`src/rtl/cla_pkg.sv`:
```
// Shared types for the nibble-serial lookahead adder: slice width and sequencer states.
// Pure declarations; no timing or flow-control behaviour of its own.
package cla_pkg;

  localparam int SLICE_W = 4;

  typedef enum logic [1:0] {
    IDLE = 2'd0,
    RUN  = 2'd1,
    DONE = 2'd2
  } state_t;

endpackage

```
`src/rtl/cla_seq_adder_cla4_slice.sv`:
```
// Combinational 4-bit generate/propagate carry-lookahead adder.
// Zero latency, no flow control.
module cla4_slice (
  input  logic [3:0] a,
  input  logic [3:0] b,
  input  logic       cin,
  output logic [3:0] sum,
  output logic       cout
);

  logic [3:0] g;
  logic [3:0] p;
  logic [4:0] c;

  assign g = a & b;
  assign p = a ^ b;

  // Every carry is flattened to a two-level function of g, p and cin.
  assign c[0] = cin;
  assign c[1] = g[0] | (p[0] & cin);
  assign c[2] = g[1] | (p[1] & g[0]) | (p[1] & p[0] & cin);
  assign c[3] = g[2] | (p[2] & g[1]) | (p[2] & p[1] & g[0]) | (p[2] & p[1] & p[0] & cin);
  assign c[4] = g[3] | (p[3] & g[2]) | (p[3] & p[2] & g[1]) | (p[3] & p[2] & p[1] & g[0])
              | (p[3] & p[2] & p[1] & p[0] & cin);

  assign sum  = p ^ c[3:0];
  assign cout = c[4];

endmodule

```
`src/rtl/cla_seq_adder.sv`:
```
// Adds two WIDTH-bit operands one nibble per cycle through a single 4-bit lookahead slice; result valid WIDTH/4+1 cycles after accept.
// Result is held in DONE until out_ready; no new operand is taken until then. CLA_SUB_EN adds the sub port (A-B).
module cla_seq_adder
  import cla_pkg::*;
#(
  parameter int WIDTH = 16
) (
  input  logic             clk,
  input  logic             rst,
  input  logic             in_valid,
  output logic             in_ready,
  input  logic [WIDTH-1:0] a,
  input  logic [WIDTH-1:0] b,
  input  logic             cin,
`ifdef CLA_SUB_EN
  input  logic             sub,
`endif
  output logic             out_valid,
  input  logic             out_ready,
  output logic [WIDTH-1:0] sum,
  output logic             cout
);

  localparam int NSLICE = WIDTH / SLICE_W;
  localparam int IDX_W  = $clog2(NSLICE);

  state_t             state_q, state_d;
  logic [IDX_W-1:0]   idx_q, idx_d;
  logic               c_q, c_d;
  logic [WIDTH-1:0]   opa_q, opa_d;
  logic [WIDTH-1:0]   opb_q, opb_d;
  logic [WIDTH-1:0]   sum_q, sum_d;
  logic               cout_q, cout_d;

  logic [SLICE_W-1:0] slice_a;
  logic [SLICE_W-1:0] slice_b;
  logic [SLICE_W-1:0] slice_sum;
  logic               slice_cout;

  assign slice_a = opa_q[SLICE_W*idx_q +: SLICE_W];
  assign slice_b = opb_q[SLICE_W*idx_q +: SLICE_W];

  cla4_slice u_slice (
    .a    (slice_a),
    .b    (slice_b),
    .cin  (c_q),
    .sum  (slice_sum),
    .cout (slice_cout)
  );

  always_comb begin
    state_d = state_q;
    idx_d   = idx_q;
    c_d     = c_q;
    opa_d   = opa_q;
    opb_d   = opb_q;
    sum_d   = sum_q;
    cout_d  = cout_q;
    case (state_q)
      IDLE: begin
        if (in_valid) begin
          opa_d   = a;
`ifdef CLA_SUB_EN
          // Two's-complement subtract: A + ~B + 1.
          opb_d   = sub ? ~b : b;
          c_d     = sub ? 1'b1 : cin;
`else
          opb_d   = b;
          c_d     = cin;
`endif
          idx_d   = '0;
          state_d = RUN;
        end
      end
      RUN: begin
        sum_d[SLICE_W*idx_q +: SLICE_W] = slice_sum;
        c_d = slice_cout;
        if (idx_q == IDX_W'(NSLICE - 1)) begin
          cout_d  = slice_cout;
          state_d = DONE;
        end else begin
          idx_d = idx_q + IDX_W'(1);
        end
      end
      DONE: begin
        if (out_ready) state_d = IDLE;
      end
      default: state_d = IDLE;
    endcase
  end

  always_ff @(posedge clk) begin
    if (rst) begin
      state_q <= IDLE;
      idx_q   <= '0;
      c_q     <= 1'b0;
      opa_q   <= '0;
      opb_q   <= '0;
      sum_q   <= '0;
      cout_q  <= 1'b0;
    end else begin
      state_q <= state_d;
      idx_q   <= idx_d;
      c_q     <= c_d;
      opa_q   <= opa_d;
      opb_q   <= opb_d;
      sum_q   <= sum_d;
      cout_q  <= cout_d;
    end
  end

  assign in_ready  = (state_q == IDLE);
  assign out_valid = (state_q == DONE);
  assign sum       = sum_q;
  assign cout      = cout_q;

endmodule
```
`config.mk`:
```
export PLATFORM = sky130hd
export DESIGN_NAME = cla_seq_adder
export DESIGN_NICKNAME = d
export VERILOG_FILES = /design/src/rtl/cla_pkg.sv /design/src/rtl/cla_seq_adder_cla4_slice.sv /design/src/rtl/cla_seq_adder.sv
export SDC_FILE = /design/constraint.sdc
export NUM_CORES = 1
export LEC_CHECK = 0
export ABC_AREA = 1
export CORE_AREA = 4 4 80 82
export CTS_CLUSTER_SIZE = 8
export DETAILED_ROUTE_END_ITERATION = 8
export DIE_AREA = 0 0 84 86
export PLACE_DENSITY_LB_ADDON = 0.3
export SYNTH_ARGS = -nofsm -noshare
export SYNTH_HDL_FRONTEND = slang
export SYNTH_HIERARCHICAL = 1
export SYNTH_SLANG_ARGS = --single-unit
```
`constraint.sdc`:
```
create_clock -name clk -period 2.7 [get_ports clk]
set_input_delay 0.54 -clock clk [delete_from_list [all_inputs] [get_ports clk]]
set_output_delay 0.54 -clock clk [all_outputs]
set_load 0.01 [all_outputs]
```
==> results of run 1 <==
[power groups by stage]
stage / sequential, mW / combinational, mW / clock [mW]
floorplan: 0.898 / 0.303 / 0
global placement: 0.904 / 0.435 / 0
detailed placement: 0.905 / 0.439 / 0
CTS: 0.887 / 0.444 / 0.523
global route: 0.894 / 0.511 / 0.556
finish: 0.887 / 0.444 / 0.513
[state kept, by name (all words and copies together), names as in the netlist]
| register | count |
|---|---|
| c_q | 1 |
| cout | 1 |
| idx_q | 2 |
| opa_q | 16 |
| opb_q | 16 |
| state_q | 2 |
| sum | 16 |
[synth_stat cells]
cell and number:
sky130_fd_sc_hd__xnor2_1 1, sky130_fd_sc_hd__nand2_2 1, sky130_fd_sc_hd__nor2_1 109, sky130_fd_sc_hd__clkbuf_1 7, sky130_fd_sc_hd__inv_2 2, sky130_fd_sc_hd__nand4_1 2
sky130_fd_sc_hd__ha_1 9, sky130_fd_sc_hd__buf_4 3, sky130_fd_sc_hd__nand3_1 10, sky130_fd_sc_hd__a21oi_1 18, sky130_fd_sc_hd__o21ai_1 3, sky130_fd_sc_hd__buf_2 6
sky130_fd_sc_hd__inv_1 26, sky130_fd_sc_hd__a21boi_0 1, sky130_fd_sc_hd__fa_1 1, sky130_fd_sc_hd__nor2_2 2, sky130_fd_sc_hd__or2_0 1, sky130_fd_sc_hd__o22ai_1 7
sky130_fd_sc_hd__dfxtp_1 54, sky130_fd_sc_hd__nand2_1 55, sky130_fd_sc_hd__o21ai_0 51
[worst paths after layout]
| path | from | endpoint |
|---|---|---|
| setup / recovery | idx_q[1] | sum[11] |
| hold / removal | sum[13] | sum[13] |
| setup reg to reg | idx_q[1] | sum[11] |
| hold reg to reg | sum[13] | sum[13] |
[critical path, delay by kind of cell, from the launching register on]
family / cells / cell delay, ps
buffers and inverters: 2 / 310
AND/OR/NAND/NOR: 7 / 640
adder cells (fa/ha/maj): 1 / 360
flip-flops: 1 / 490
AO/OA/AOI/OAI: 3 / 380
[layer usage]
| layer | share of wire (%) | routed length, µm |
|---|---|---|
| met1 | 44 | 2570 |
| met2 | 48 | 2750 |
| met3 | 5.8 | 336 |
| met4 | 2.3 | 132 |
| met5 | 0 | 0 |
[metrics by stage]
stage	instances	util, %	hold WS [ps]	setup slack [ps]
global placement	488	54.4	452	586
floorplan	369	-	429	558
finish	496	56.3	468	410
CTS	496	56.3	470	458
detailed placement	488	54.4	456	484
global route	496	56.3	500	132
[layout make-up]
cell class	count	area share (%)
multi-input combinational	271	38.8
sequential	54	33.4
timing repair buffer	60	18.2
clock buffer	8	3.40
inverter	28	3.25
tap	75	2.90
[cell families after synthesis]
family | Yosys count | share of synthesized area [%]
simple gates | 180 | 27.9
compound gates | 80 | 16.3
flops | 54 | 42.9
buf+inv | 44 | 7.30
fa+ha+maj | 10 | 5.26
xor+xnor | 1 | 0.347
==> run summary, run 1 <==
The flow ran to the end, and the final reports show no timing, DRC or antenna violations. STA classifies the critical path endpoint as a register. The cell area that synthesis handed to floorplanning was 2520 µm².

The global routing stage identified its most utilized layer as met2. The iteration-0 DRC count of the detailed router is 125. The required time of the worst setup path is 2910 ps, and the depth of the CTS H-tree is 2. Yosys attributes the largest share of cell area to sky130_fd_sc_hd__dfxtp_1 (43%), sky130_fd_sc_hd__nor2_1 (16%), sky130_fd_sc_hd__o21ai_0 (10%), sky130_fd_sc_hd__nand2_1 (8.2%), sky130_fd_sc_hd__ha_1 (4.5%). STA puts the critical path data arrival time at 2500 ps.

The depth of the most critical reg-to-reg path was 13; the layout overhead on the synthesized area was 28.3%. Global routing consumed, on the met3 layer, 4.51% of the routing resources. The die is 86 µm tall. The count of final max-slew check failures came out at 0. Once detailed placement completed, the half-perimeter wirelength came to 4340 µm.

The highest fanout seen on the critical path was 13; the tightest slew margin relative to the limit was 67.6%. The switching power of the nets was 0.542 mW; the pin count of the biggest net entering global routing was 34. Sequential cells account for 48.1% of the total power. The biggest cell delay along the critical path came out at 490 ps. The root buffer cell chosen for the clock tree is sky130_fd_sc_hd__clkbuf_8.

The run gives 2 as the maximum clock insertion buffer count. The die is 84 µm wide. The tree built by TritonCTS fans out to 54 sinks. The number of setup buffers added after CTS is 0.

The global-route wire length before repair was 9630 µm; the detail-routed net length per standard cell was 11.7 µm. The clock arrives with 7.78 ps of skew. Power spread over the standard cell area amounts to 570 nW/µm². Of the cells placed in the final design, the portion with a size suffix greater than 1 is 4.28%. In this run, post-CTS hold repair placed 0 buffers. For flop-to-flop paths, the worst setup slack is 410 ps. The critical path goes through inv_1 > o21ai_0 > o22ai_1 > ha_1 > or2_0 > nand2_1 > nand2_1 > nand2_1 > nand2_1 > nand2_1 > inv_1 > a21oi_1 > nor2_1.

The library cells used most frequently in the layout, excluding fill and tap cells, are sky130_fd_sc_hd__nor2_1 (109), sky130_fd_sc_hd__nand2_1 (55), sky130_fd_sc_hd__clkdlybuf4s50_1 (55). The tools report the maximum ir drop on the vdd rail as 0.255 mV. For this run, the number of Yosys warnings is 6. The total I/O pin count is 56, and the portion of synthesized cell area occupied by the leading cell type is 42.9%.

The multi-input combinational cells in the finished layout cover a total of 1260 µm². Of the available clock period, the critical path in the final layout requires 84.8%. Counting the fill cells in the layout gives 589. The setup total negative slack is 0 ps, and the via density per instance is 4.90.

Counting every instance in the synthesized netlist gives 369. The tools report the register cell area after layout as 1080 µm². Startpoint-to-endpoint class of the critical path: reg -> reg. Counting the buffers created by CTS gives 5. Before antenna repair, the detailed router went through 4 iterations. The tools report the initial antenna violation count as 0.

Counting instances, the worst hold path has a depth of 2. The total area inside the core boundary comes to 5750 µm². The clock reaches the later pin of the worst-skew pair after 310 ps. The class of the most critical hold timing path is reg -> reg. For the vias after detailed routing, the log shows 2429.

The cell with the biggest individual delay on the critical path is sky130_fd_sc_hd__dfxtp_1. For this run, design rule violations remaining after detail routing come to 0. The number of I/O port buffers was 55.

For the total power, the log shows 1.84 mW. The tools report the static power due to leakage as 1.40 nW. The tools report the fraction of power consumed by the clock network as 27.8%. After detailed routing, the total wire length is 5790 µm.

Once placement finished, the instance area stood at 3120 µm². TritonCTS built the clock tree. For the fraction of power consumed by combinational cells, the log shows 24.1%. The tools report the final hold violation count as 0. The most common cell after layout, fill and taps aside was sky130_fd_sc_hd__nor2_1. Global routing used 28.7% of the available met2 tracks.

Once the clock tree was built, the resizer swapped 0 gates to a different size. The repair_antennas step left the layout with diodes totalling 0. At the pin with the least slew margin, the transition time is 486 ps.

The count of maximum capacitance violations is 0. Setup violations remaining at the end of the flow were counted as 0. The run gives 2208 as the number of global-route vias before repair. STA classifies the critical path startpoint as a register. The cell seen most often among critical-path stages is sky130_fd_sc_hd__nand2_1.

After clock tree synthesis, the clock-pin slew on the worst setup and hold paths is 90 ps. The routing usage on met1 came out at 18.5%. Yosys mapped the design onto 21 distinct sky130hd cell types.

Of the synthesized area, sequential elements account for 42.9%. The number of routed nets with antenna violations is 0, and the flip-flop and latch count after synthesis is 54. The finished cells cover 3230 µm². Setup repair after global routing left no endpoint under its margin. The tools report the full die area as 7220 µm².

For this run, the post-layout net count is 467. Global routing finished with a remaining overflow of 0. Floorplan row count: 28.

Averaged over all synthesized cells, the footprint is 6.83 µm². The number of nets handed over by synthesis was 416. After layout, the minimum clock period comes to 2290 ps.

The net switching fraction of the power is 29.4%. The total global-route track usage was 16.4%; the design internal power was 1.30 mW. The largest total area in the synthesized netlist belongs to sky130_fd_sc_hd__dfxtp_1. At the end of routability-driven placement, the weighted congestion stood at 0.807.

The maximum frequency from static timing analysis is 0.437 GHz, and the effective utilization at floorplan is 43.9%.
No activity file was read; power rests on OpenSTA's default activity.
==> run 2: changes to the inputs <==
clock period = 1.9 ns   (was 2.7 ns; I/O delays follow)
==> run 2 against run 1 <==
  * The run now ends with negative setup slack left
  * Largest power group unchanged
  * Die area is the same
  * Via count rose by 2.3%
  * First-iteration DRC count fell by 19%
  * Core utilization increased by 3.5 points
  * Design area is 6.2% higher
  * Clock power up 21%
  * Highest routed layer unchanged
  * Sequential power increased by 43%
==> run summary, run 2 (same netlist as run 1, synthesis figures left out) <==
The flow ran to the end, but the final reports show violations. The checks that failed: negative setup slack. The count of nets left with antenna violations once routing finished came out at 0. Filler cell count: 562. The total power per unit cell area was 770 nW/µm². The worst setup path is launched from a register.

Via density per instance: 4.92. Entering global routing, the biggest net connects 43 pins. After detailed routing, the average wire length per cell comes to 12.5 µm. Summed over all layers, the routed wires come to 6330 µm. Setup repair after global routing could not meet its margin everywhere.

The logs give 2150 ps for the required time of the worst setup path and -167 ps for the slack of the critical path. The tools report the count of final max-slew check failures as 0. Clock skew on the completed layout was measured at 8.73 ps. The core area was 5750 µm². For the worst setup path, the data arrival time is 2320 ps. The H-tree was split into 2 levels. The worst setup path is of the reg -> reg kind. The final layout contains 477 nets. Timing would allow up to 0.484 GHz.

Once the floorplan was initialized, standard cells occupied 43.9% of the core. The final hold violation count is 0. The number of I/O port buffers works out to 55. 0 antenna diodes ended up in the layout. The detailed placer's ending HPWL was 4430 µm; the highest fanout seen on the critical path was 16. Relative to the synthesized area, the layout overhead comes to 36.3%. Counting along the longest clock path gives a buffer depth of 2. Summing all multi-input logic gate instances after layout gives 1340 µm². Max-cap violations in this run came to 0. The capturing element type of the critical path was a register. The final critical-path required period came out at 2070 ps.

Initial antenna violation count: 0. The most common cell after layout, fill and taps aside is sky130_fd_sc_hd__nor2_1. Length of the first detailed-routing pass in iterations: 4. The global-route wire length before repair is 9990 µm, and the maximum ir drop on the vdd rail is 0.477 mV.

The logs give 1.49 nW for the static power due to leakage and 7220 µm² for the full die area. The clock slew seen by the registers of the worst setup and hold paths was 90 ps; the final period utilization was 109%. The tree is rooted in a sky130_fd_sc_hd__clkbuf_8. TritonCTS created 5 clock buffers. Height of the die: 86 µm.

The class of the most critical hold timing path was reg -> reg. In the layout the commonest cells are sky130_fd_sc_hd__nor2_1 (104), sky130_fd_sc_hd__clkdlybuf4s50_1 (54), sky130_fd_sc_hd__nand2_1 (53). The total overflow left after global routing is 0. TritonCTS built the clock tree. Clock latency on the worst-skew pair, taken at its later pin, is 310 ps.

The post-detailed-route DRC marker count is 0, and the number of global-route vias before repair is 2273. At the end of routability-driven placement, the weighted congestion stood at 0.888. At the pin with the least slew margin, the transition time is 298 ps. The sequential cells in the finished layout cover a total of 1090 µm².

After layout, the design draws a total of 2.65 mW. Global routing consumed, over all layers together, 17.0% of the routing resources. From left edge to right edge, the die measures 84 µm. Row generation in the floorplan step produced 28 rows.

The worst pin sits at a relative slew slack of 80.0%. The final route contains 2486 vias. Cells with a size suffix above 1 make up 11.6% of the layout. The number of setup violations in the final report was 12; the worst hold slack across all endpoints was 471 ps. The run gives 56 as the total I/O pin count.

In this run, the number of DRC markers left after iteration 0 of detailed routing was 101. The clock net in this run drives a total of 54 sinks.
run 2: cell types whose count changed in the layout (fill, tap and decap cells not counted), moves of 4 or more:
cell / previous run / this run
sky130_fd_sc_hd__o21ai_2: 0 / 4
sky130_fd_sc_hd__nor2_1: 109 / 104
sky130_fd_sc_hd__nor2_2: 2 / 7
sky130_fd_sc_hd__o21ai_1: 3 / 9
sky130_fd_sc_hd__o21ai_0: 51 / 40
sky130_fd_sc_hd__buf_4: 5 / 10
run 2: worst paths after layout:
kind                  from       to  slack (ps)  cells after the start
setup / recovery  idx_q[0]   sum[7]        -170                     14
hold / removal     sum[12]  sum[12]         470                      2
setup reg to reg  idx_q[0]   sum[7]        -170                     14
hold reg to reg    sum[12]  sum[12]         470                      2
run 2: through the flow:
step           setup WS (ps)  cell area (µm²)  utilization [%]  TNS, ps  std cells
4_1_cts                -45.8             3340             58.2     -158        504
5_1_grt                 -317             3440             59.8    -3500        505
2_1_floorplan          -60.5             2560                -     -179        369
3_5_place_dp            -162             3230             56.2    -1040        496
6_report                -167             3440             59.8     -931        505
3_3_place_gp           -55.3             3230             56.2     -142        496
run 2: worst max-delay path, cell delays in order (launching register included):
cell                      delay [ps]
sky130_fd_sc_hd__dfxtp_4         440
sky130_fd_sc_hd__inv_6            90
sky130_fd_sc_hd__o21ai_1         160
sky130_fd_sc_hd__o22ai_1         110
sky130_fd_sc_hd__ha_1            370
sky130_fd_sc_hd__nand2_2          90
sky130_fd_sc_hd__nand2_2          80
sky130_fd_sc_hd__nand2_2          60
sky130_fd_sc_hd__nand2_1          60
sky130_fd_sc_hd__nand2_1          50
sky130_fd_sc_hd__nand2_1          60
sky130_fd_sc_hd__nand2_1          80
sky130_fd_sc_hd__nor2_2          130
sky130_fd_sc_hd__nand2_1          90
sky130_fd_sc_hd__a21oi_2         140
run 2: cell type report:
cell class | count | area share, %
Clock inverter | 1 | 0.218
Multi-Input combinational cell | 271 | 39.0
Tap cell | 75 | 2.73
Clock buffer | 6 | 2.11
Sequential cell | 54 | 31.7
Inverter | 28 | 3.20
Timing Repair Buffer | 70 | 21.1
run 2: layer usage:
metal | up-vias | share of wire, % | global-route usage [%]
met5 | - | 0 | 0
met4 | 0 | 1.1 | 4.82
met3 | 9 | 4.0 | 5.00
met2 | 48 | 53 | 31.5
met1 | 1127 | 42 | 18.9
li1 | 1302 | - | -
run 2: report_power, final:
part | internal, mW | switching (mW) | leakage (nW) | total [mW]
Combinational | 0.347 | 0.410 | 1.00 | 0.757
Clock | 0.254 | 0.366 | 0.0373 | 0.620
Sequential | 1.21 | 0.0587 | 0.445 | 1.27
run 2: repair_timing:
| item | 4_1_cts | 5_1_grt |
|---|---|---|
| pin swaps | 9 | 15 |
| buffers inserted | 1 | 0 |
| resized for setup | 12 | 23 |
| gates cloned | 0 | 1 |
| endpoints found under the setup margin | 16 | 19 |
| hold buffers | 0 | 0 |
==> run 3: changes to the inputs <==
CORE_AREA = 2 2 78 80   (was 4 4 80 82)
CTS_BUF_LIST = sky130_fd_sc_hd__clkbuf_2 sky130_fd_sc_hd__clkbuf_4 sky130_fd_sc_hd__clkbuf_8   (was unset)
DIE_AREA = 0 0 80 82   (was 0 0 84 86)
==> run 3 against run 2 <==
  * The flow still finishes with violations (negative setup slack)
  * Cell count grew 0.20%
  * Sequential cell count is the same
  * First-iteration DRC count is 16% lower
  * Critical path depth fell by 1
  * Clock skew down 2.4 ps
  * Via count decreased by 0.97%
==> run summary, run 3 (same netlist as run 1, synthesis figures left out) <==
The run finished, with violations left. The final reports fail on negative setup slack. The later pin in the worst-skew pair is clocked with a latency of 300 ps.

For the vias after detailed routing, the log shows 2462. The first detailed-routing pass took 4 iterations. In the global route stage, met3 resource usage came out at 4.07%.

At the pin with the least slew margin, the transition time is 485 ps. Clock slew seen by the registers of the worst setup and hold paths: 90 ps. Leaving out fill and tap cells, the most frequent cells in the layout are sky130_fd_sc_hd__nor2_1 (103), sky130_fd_sc_hd__clkdlybuf4s50_1 (54), sky130_fd_sc_hd__nand2_1 (53). 0 antenna diodes ended up in the layout. After detailed placement, the total cell area comes to 3220 µm². After detailed routing, the average wire length per cell comes to 11.2 µm. The count of clock tree sinks is 54, and the routing usage on met1 is 19.9%. TritonCTS built the clock tree. The number of cells on the worst reg-to-reg path is 13. The worst path in the final design needs a cycle of 1940 ps, including I/O delays and setup.

Highest fanout seen on the critical path: 9. The total CTS buffers is 5. Entering global routing, the biggest net connects 43 pins. The most crowded layer after global routing is met2.

The HPWL after detailed placement is 4310 µm. The total power per unit cell area is 784 nW/µm², and the initial antenna violation count is 0. The element type at the critical path start is a register. The tools report the capturing instance or port of the critical path as sum[7].

Setup violations remaining at the end of the flow were counted as 11. Cell internal power was estimated by the tool at 1.89 mW. Final hold analysis gives a worst-case slack of 463 ps. Of the total power, the share spent switching nets is 30.4%.

After routing the design area is 3450 µm². The run gives 18.2% as the total global-route track usage. The endpoint identified for the worst register-to-register timing path is sum[7]. The class of the most critical hold timing path is reg -> reg. The share of total power dissipated in the clock network is 24.5%. The run gives 43.9% as the effective utilization at floorplan. The residual overflow from global routing is 0, and the number of global-route vias before repair is 2292.

The height of the die was 82 µm; the core area was 5750 µm². For this design the total switching power over the nets is 0.822 mW. In this run the critical register-to-register path is launched from idx_q[0]. The tools report the iteration-0 DRC count of the detailed router as 85. The count of final max-slew check failures was 0. CTS built an H-tree with a depth of 2. In this run the horizontal extent of the chip is 80 µm. Counting along the longest clock path gives a buffer depth of 2. In the final design database the tool counted 477 nets. The most critical setup path has its startpoint at idx_q[0]. The run gives 2140 ps as the required time of the worst setup path. During placement, the flow inserted port buffers numbering 55. The library cell used most frequently in the layout, excluding fill and tap cells, is sky130_fd_sc_hd__nor2_1.

STA classifies the critical path endpoint as a register. In this run, the combinational gates consume 28.8% of the power. The via density per instance was 4.87; the global-route wire length before repair was 9540 µm.

The number of routed nets with antenna violations came out at 0. Arrival time at the worst endpoint: 2180 ps. Setup repair after global routing could not meet its margin everywhere.

Global routing used 34.1% of the available met2 tracks. The total wirelength of the detailed-routed design was 5680 µm. The root buffer cell chosen for the clock tree is sky130_fd_sc_hd__clkbuf_8.

Cells with a size suffix above 1 make up 13.0% of the layout. The startpoint-to-endpoint class of the critical path is reg -> reg. The run gives 0.514 GHz as the maximum frequency from static timing analysis. After layout, the worst path uses 102% of the clock period.

Tightest slew margin relative to the limit: 67.6%. The logs give 6560 µm² for the full die area and 28 for the floorplan row count. The run gives 0.479 mV as the maximum ir drop on the vdd rail. The logs give 56 for the total I/O pin count and -40 ps for the minimum setup slack among reg-to-reg paths. Relative to the synthesized area, the layout overhead comes to 36.9%.

The post-detailed-route DRC marker count is 0, and the final hold violation count is 0. The final RePlAce weighted congestion was 0.853. Sequential share of power: 46.8%.

The slack of the critical path was -44.4 ps. On the final layout, the worst clock skew is 6.33 ps. Max-cap violations in this run came to 0. The static power due to leakage is 1.49 nW.
[run 3: stage by stage]
stage	utilization [%]	total power [mW]	setup slack, ps	instances	setup TNS, ps
2_1_floorplan	-	1.72	-60.5	369	-179
3_3_place_gp	56.0	1.95	-68.8	496	-318
3_5_place_dp	56.0	1.97	-138	496	-898
4_1_cts	59.3	2.70	-74.2	506	-225
5_1_grt	60.1	2.87	-211	506	-2280
6_report	60.1	2.71	-44.4	506	-199
[run 3: worst min path at each step]
stage	endpoint	slack [ps]	start	cells after the start
2_1_floorplan	opb_q[11]	430	opb_q[11]	2
3_3_place_gp	sum[6]	450	sum[6]	2
3_5_place_dp	sum[15]	460	sum[15]	2
4_1_cts	sum[15]	470	sum[15]	2
5_1_grt	sum[5]	490	sum[5]	2
6_report	sum[15]	460	sum[15]	2
[run 3: worst max-delay path, stage by stage (launching register included)]
cell                      delay, ps
sky130_fd_sc_hd__dfxtp_4        380
sky130_fd_sc_hd__buf_12         140
sky130_fd_sc_hd__o21ai_1        110
sky130_fd_sc_hd__o22ai_1        100
sky130_fd_sc_hd__ha_1           300
sky130_fd_sc_hd__buf_4          130
sky130_fd_sc_hd__nand4_1        130
sky130_fd_sc_hd__nand2_1        100
sky130_fd_sc_hd__nand2_1         60
sky130_fd_sc_hd__nand2_2         70
sky130_fd_sc_hd__nand2_2         60
sky130_fd_sc_hd__nor2_2          90
sky130_fd_sc_hd__nand2_1         70
sky130_fd_sc_hd__a21oi_2        130
[run 3: timing repair]
action                                  CTS  global route
pin swaps                                14             7
hold buffers                              0             0
endpoints found under the setup margin   16            19
gates resized for setup                  27            14
setup buffers                             2             0
[run 3: area by class of cell]
cell class                 instances  area [µm²]
fill                             569        2290
multi-input combinational        271        1360
sequential                        54        1090
timing repair buffer              70         702
inverter                          28         110
tap                               75        93.8
clock buffer                       7        90.1
clock inverter                     1        5.00
[run 3: power groups by stage]
stage	registers [mW]	clock network (mW)	logic [mW]
3_5_place_dp	1.29	0	0.678
2_1_floorplan	1.28	0	0.447
6_report	1.27	0.663	0.778
3_3_place_gp	1.29	0	0.660
4_1_cts	1.26	0.686	0.749
5_1_grt	1.28	0.717	0.877
[run 3: per-layer routing]
metal | share of wire [%] | vias up
li1 | - | 1298
met1 | 42 | 1101
met5 | 0 | -
met4 | 2.2 | 0
met3 | 4.1 | 13
met2 | 51 | 50
